--- src/rtl/updown_count_monitor.sv ---
// updown_count_monitor: passive observer for an up/down counter's count bus.
// Infers the counting direction, pulses on legal wraps, reversals and illegal
// jumps, and keeps a saturating tally of jumps seen while locked.
// Optional build macro MON_EXPECT_LOAD_EN adds ld_in/load_val so that a
// parallel load is checked against the loaded value instead of being
// classified as a jump.
module updown_count_monitor #(
    parameter int WIDTH = 3,
    parameter int ERR_W = 4
) (
    input  logic             clk,
    input  logic             reset,
    input  logic             sample_en,
    input  logic [WIDTH-1:0] count_in,
`ifdef MON_EXPECT_LOAD_EN
    input  logic             ld_in,
    input  logic [WIDTH-1:0] load_val,
`endif
    output logic             dir_up,
    output logic             dir_down,
    output logic             wrap_pulse,
    output logic             rev_pulse,
    output logic             jump_pulse,
    output logic [ERR_W-1:0] err_count
);

    localparam logic [1:0] ST_INIT = 2'd0;
    localparam logic [1:0] ST_ACQ  = 2'd1;
    localparam logic [1:0] ST_UP   = 2'd2;
    localparam logic [1:0] ST_DOWN = 2'd3;

    localparam logic [WIDTH-1:0] CNT_MAX = '1;
    localparam logic [WIDTH-1:0] CNT_ONE = WIDTH'(1);

    logic [1:0]       state_q, state_d;
    logic [WIDTH-1:0] prev_q, prev_d;
    logic [ERR_W-1:0] err_q, err_d;
    logic             wrap_q, wrap_d;
    logic             rev_q, rev_d;
    logic             jump_q, jump_d;

    logic [WIDTH-1:0] delta;
    logic             is_up, is_dn, is_hold;
    logic             err_inc;

`ifdef MON_EXPECT_LOAD_EN
    logic [WIDTH-1:0] exp_q, exp_d;
    logic             ld_pend_q, ld_pend_d;
`endif

    // Classify each sample against the previous one and compute next state.
    always_comb begin
        delta   = count_in - prev_q;
        is_up   = (delta == CNT_ONE);
        is_dn   = (delta == CNT_MAX);
        is_hold = (delta == '0);

        state_d = state_q;
        prev_d  = prev_q;
        err_d   = err_q;
        wrap_d  = 1'b0;
        rev_d   = 1'b0;
        jump_d  = 1'b0;
        err_inc = 1'b0;
`ifdef MON_EXPECT_LOAD_EN
        exp_d     = exp_q;
        ld_pend_d = ld_pend_q;
`endif

        if (sample_en) begin
            prev_d = count_in;
            // Direction test order matters only for WIDTH=1, where a step
            // satisfies both: DOWN checks STEP_DN first so it never reverses.
            case (state_q)
                ST_INIT: state_d = ST_ACQ;
                ST_ACQ: begin
                    if (is_up)         state_d = ST_UP;
                    else if (is_dn)    state_d = ST_DOWN;
                    else if (!is_hold) jump_d  = 1'b1;
                end
                ST_UP: begin
                    if (is_up) begin
                        wrap_d = (prev_q == CNT_MAX);
                    end else if (is_dn) begin
                        state_d = ST_DOWN;
                        rev_d   = 1'b1;
                        wrap_d  = (prev_q == '0);
                    end else if (!is_hold) begin
                        state_d = ST_ACQ;
                        jump_d  = 1'b1;
                        err_inc = 1'b1;
                    end
                end
                default: begin // ST_DOWN
                    if (is_dn) begin
                        wrap_d = (prev_q == '0);
                    end else if (is_up) begin
                        state_d = ST_UP;
                        rev_d   = 1'b1;
                        wrap_d  = (prev_q == CNT_MAX);
                    end else if (!is_hold) begin
                        state_d = ST_ACQ;
                        jump_d  = 1'b1;
                        err_inc = 1'b1;
                    end
                end
            endcase
`ifdef MON_EXPECT_LOAD_EN
            // A pending load check overrides the step classification.
            if (ld_pend_q) begin
                state_d   = ST_ACQ;
                wrap_d    = 1'b0;
                rev_d     = 1'b0;
                jump_d    = (count_in != exp_q);
                err_inc   = (count_in != exp_q);
                ld_pend_d = 1'b0;
            end
`endif
        end

`ifdef MON_EXPECT_LOAD_EN
        // A new strobe re-arms the check even if one is consumed this edge.
        if (ld_in) begin
            exp_d     = load_val;
            ld_pend_d = 1'b1;
        end
`endif

        if (err_inc && (err_q != '1)) begin
            err_d = err_q + ERR_W'(1);
        end
    end

    // Register state, history, tally and pulses; synchronous reset.
    always_ff @(posedge clk) begin
        if (reset) begin
            state_q <= ST_INIT;
            prev_q  <= '0;
            err_q   <= '0;
            wrap_q  <= 1'b0;
            rev_q   <= 1'b0;
            jump_q  <= 1'b0;
        end else begin
            state_q <= state_d;
            prev_q  <= prev_d;
            err_q   <= err_d;
            wrap_q  <= wrap_d;
            rev_q   <= rev_d;
            jump_q  <= jump_d;
        end
    end

`ifdef MON_EXPECT_LOAD_EN
    // Register the expected load value and its one-shot check flag.
    always_ff @(posedge clk) begin
        if (reset) begin
            exp_q     <= '0;
            ld_pend_q <= 1'b0;
        end else begin
            exp_q     <= exp_d;
            ld_pend_q <= ld_pend_d;
        end
    end
`endif

    assign dir_up     = (state_q == ST_UP);
    assign dir_down   = (state_q == ST_DOWN);
    assign wrap_pulse = wrap_q;
    assign rev_pulse  = rev_q;
    assign jump_pulse = jump_q;
    assign err_count  = err_q;

endmodule

--- config.mk ---
export PLATFORM = sky130hd
export DESIGN_NAME = updown_count_monitor
export DESIGN_NICKNAME = d
export VERILOG_FILES = /design/src/rtl/updown_count_monitor.sv
export SDC_FILE = /design/constraint.sdc
export NUM_CORES = 1
export LEC_CHECK = 0
export CAP_MARGIN = 20
export CORE_AREA = 3 3 40 42
export DETAILED_ROUTE_END_ITERATION = 10
export DIE_AREA = 0 0 43 45
export DONT_BUFFER_PORTS = 1
export PLACE_DENSITY_LB_ADDON = 0.12
export REMOVE_ABC_BUFFERS = 1
export SKIP_CTS_REPAIR_TIMING = 1
export SLEW_MARGIN = 20
export SYNTH_ARGS = -nofsm -noshare
export SYNTH_HDL_FRONTEND = slang
export SYNTH_SLANG_ARGS = --single-unit
--- constraint.sdc ---
create_clock -name clk -period 5.25 [get_ports clk]
set_input_delay 1.05 -clock clk [delete_from_list [all_inputs] [get_ports clk]]
set_output_delay 1.05 -clock clk [all_outputs]
set_load 0.02 [all_outputs]
Word level (Yosys, flattened, before mapping)
Index checks and enable logic that the tools add are counted.

storage, ports and cells
  output and inout bits = 9
  input port bits = 6
  word-level logic and storage cells = 53
  register bits after elaboration = 12

operators by class
  equal/unequal tests = 10
  bitwise logic cells = 1
  muxes and demuxes = 26
  reduce and logical (&&, ||, !) cells = 8
  add/subtract/negate cells = 2

operators with widths
  kind                                           number
  two-way mux 1 bit                              14
  two-way mux 2 bit                              7
  case mux 1 bit (2 select lines)                4
  == test 3 bit, second input constant           2
  logical NOT 3 bit                              2
  case mux 2 bit (3 select lines)                1
  OR reduction 2 bit                             3
  adder 4 x 1 -> 4 bit, second input constant    1
  == test 2 bit, second input constant           2
  != test 4 x 2 -> 1 bit, second input constant  1
  != test 4 bit, second input constant           1
  AND reduction 4 bit                            1
  == test 3 x 1 -> 1 bit, second input constant  1
  != test 3 bit, second input constant           1
  subtractor 3 bit                               1
  == test 2 x 1 -> 1 bit, second input constant  1
  logical NOT 2 bit                              1
  != test 2 bit, second input constant           1
  logical AND 1 bit                              1
  inverter 1 bit                                 1

Depth between registers and ports, before layout
  depth after elaboration = 8
  mapped depth = 9
  gate-level depth less buffers = 8

Worst setup path before layout
Ideal clock, no wire load.

  kind = input -> register
  from = input count_in[0]
  to = register err_q[3] (netlist: err_count[3])
  setup time = 71 ps
  data required time = 5179 ps
  slack = 2122 ps
  data arrival time = 3057 ps
  buffers on the path = 0
  stages on the path = 8
  cell sequence = inv_1 -> ha_1 -> fa_1 -> xor3_2 -> mux2_4 -> a311o_1 -> or3_1 -> a21oi_1

on the way
  cells in the longest elaborated chain, start to end = 8
  elaborated cells on any way between the ends = 12

ends and longest elaborated chain
  element                                      line     text
  start: declaration                           14       input logic [WIDTH-1:0] count_in,
  subtractor 3 bit *                           53       delta = count_in - prev_q;
  logical NOT 3 bit                            56       is_hold = (delta == '0);
  two-way mux 1 bit                            88, 101
  two-way mux 1 bit, on equally long branches  97, 84
  two-way mux 1 bit, on equally long branches  -
  case mux 1 bit (2 select lines) *            74       case (state_q)
  two-way mux 1 bit *                          70       if (sample_en) begin
  logical AND 1 bit *                          129      if (err_inc && (err_q != '1)) begin
  end signal: assignment                       146      err_q <= err_d;
  end: declaration                             37       logic [ERR_W-1:0] err_q, err_d;

Mark *: on every way between the ends. The rest lies on a longest branch, timed or not.
A chain may end at the register's enable or synchronous reset.

Worst setup path after layout
Ends and elaborated chain as after synthesis.

==> metrics.md <==
| Metric | Value |
|---|---|
| Critical path launch point type | `input port` |
| DRT Pass-1 Iters | `4` |
| Worst-path fanout max | `13` |
| Die Y | `45 um` |
| Yosys top cell by area | `dfxtp_1` |
| Power per Cell Area | `309 nW/um^2` |
| Final Hold Viols | `0` |
| Final setup TNS | `0 ps` |
| Core Region | `1280 um^2` |
| GR Util All Layers | `17.5%` |
| Proportion of synthesized area in mux cells | `7.11%` |
| Clock buffer depth | `2` |
| Vias per cell | `6.48` |
| Final nets | `101` |
| Dpl ws | `1920 ps` |
| Num ports | `15` |
| Dpl hpwl | `1110 um` |
| Synth Instances | `88` |
| Commonest non-fill, non-tap cell in the layout | `dfxtp_1` |
| Fin crit period | `3020 ps` |
| Iter 0 DRT Violations | `14` |
| Routed vias | `661` |
| Final WL | `1530 um` |
| # rows | `13` |
| Clock Skews | `1.39 ps` |
| Register area | `240 um^2` |
| Flops & latches, synth | `12` |
| CTS Root Cell | `clkbuf_4` |
| Final ANT Viol Nets | `0` |
| Post-synth EDFFs | `0` |
| Synth Area in Simple Gates | `20.7%` |
| Top_reg_cell synth | `dfxtp_1` |
| Post-synth cell types | `34` |
| Routability cong. | `0.776` |
| Drt wl/cell | `15.0 um` |
| Avg Cell Area, Syn | `8.80 um^2` |
| I/O Buffers | `0` |
| Most frequent cells in the layout | `dfxtp_1, nor2_1, inv_1, ha_1, a21oi_1` |
| Initial core utilization | `60.3%` |
| Area occupied by multi-input gates | `493 um^2` |
| Worst Path Arrival | `3240 ps` |
| Synth Cell Area | `774 um^2` |
| Largest net degree at the start of global routing | `14` |
| CP required | `5470 ps` |
| Hold Crit Class | `reg2reg` |
| Post-route DRC | `0` |
| Fillers | `126` |
| Pleak | `0.320 nW` |
| Max-slew violation count | `0` |
| Main combinational cell family by area after synthesis | `simple AND/OR/NAND/NOR gates` |
| Final-report setup violation count | `0` |
| Relative slew margins | `66.1%` |
| Initial antenna violation count | `0` |
| Die area | `1940 um^2` |
| Area Growth Syn to Fin | `4.69%` |
| First-pass GRT wire length | `2540 um` |
| Ys async rst share | `0%` |
| Actual slew at the worst max-slew pin | `495 ps` |
| Period utilization | `57.5%` |
| Share of cells above drive strength 1 | `8.05%` |
| Top post-synthesis cells by area | `dfxtp_1, ha_1, mux2i_1` |
| GRT overflow | `0` |
| Post-Synth Adder-Cell Area | `12.3%` |
| Max Freq | `331 MHz` |
| Unrepaired setup endpoints after global routing | `no` |
| Peak VDD IR | `0.176 mV` |
| Crit. End Element | `register` |
| Seq/Total Area, Yosys | `31.0%` |
| Diode count | `0` |
| CTS tree | `done` |
| H-tree Lvls | `1` |
| Synth warn | `0` |
| Number of global-route vias before repair | `581` |
| Final WS setup | `2230 ps` |
| Clock Latency Late Sink | `280 ps` |
| CTS buffer count | `3` |
| Fin area | `811 um^2` |
| Max-Cap Viols | `0` |
| Synth Area in Compound Gates | `17.0%` |
| Clock-pin slew on the worst setup and hold paths | `70 ps` |
| Post-synthesis xor/xnor area fraction | `6.62%` |
| WS Path Type | `in2reg` |
| DIE WIDTH | `43 um` |
| Total power | `0.250 mW` |
| Cell Area, Placed | `774 um^2` |
| Status | `finished clean` |
| Synth top area share | `31.0%` |
| CTS Sinks | `12` |
## power by group
| group | internal, mW | switching (mW) |
|---|---|---|
| combinational | 0.0306 | 0.0401 |
| sequential | 0.0964 | 0.00803 |
| clock | 0.0423 | 0.0330 |
| total | 0.169 | 0.0811 |
## critical path, stage by stage
cell and delay (ps):
inv_1 20, ha_1 200, fa_1 370, xor3_2 390
mux2_4 340, a311o_1 380, or3_1 360, a21oi_1 130
## state kept, by name, summed over array words and instances (netlist names)
register and count:
rev_pulse 1, jump_pulse 1, state_q 2, wrap_pulse 1, err_count 4, prev_q 3
## area by class of cell
class / instances / share of cell area, %
Clock buffer: 4 / 4.48
Sequential cell: 12 / 29.6
Inverter: 6 / 2.78
Tap cell: 15 / 2.31
Multi-Input combinational cell: 65 / 60.8
## final timing paths
check	start	endpoint	slack, ps	cells after the start
setup / recovery	count_in[0]	err_count[3]$_SDFFE_PP0P_	2230	8
hold / removal	prev_q[2]$_SDFFE_PP0P_	wrap_pulse$_SDFF_PP0_	510	2
setup reg to reg	prev_q[0]$_SDFFE_PP0P_	err_count[3]$_SDFFE_PP0P_	2670	7
hold reg to reg	prev_q[2]$_SDFFE_PP0P_	wrap_pulse$_SDFF_PP0_	510	2
## per-stage QoR
stage / utilization [%] / hold slack, ps / cells
CTS: 63.1 / 512 / 102
global placement: 60.3 / 492 / 98
global route: 63.1 / 525 / 102
detailed placement: 60.3 / 503 / 98
floorplan: - / 469 / 83
finish: 63.1 / 512 / 102
## synthesized netlist by cell type (2+ instances only)
cell and n:
nor3_1 4, nor4_1 2, a211oi_1 2, mux2i_1 4, ha_1 6, xnor2_1 2, nand3_1 3, nand2b_1 2
o21ai_0 4, inv_1 6, dfxtp_1 12, a21oi_1 5, nor2_1 10, clkbuf_1 5, nand2_1 2
## cell families after synthesis
| family | count (synthesis) |
|---|---|
| muxes | 5 |
| xor gates and xnor gates | 4 |
| buffers and inverters | 11 |
| AOI/OAI and AO/OA | 19 |
| DFF | 12 |
| and+or+nand+nor | 30 |
| adders and majority gates | 7 |
## metal layers
metal  vias to the layer above  GRT usage (%)  share of wire (%)
met3                         5           2.79                5.2
met5                         -              0                  0
met2                        19           28.1                 48
met1                       314           22.0                 44
li1                        323              -                  -
met4                         0           10.8                2.7
(Power assumes the default switching activity.)
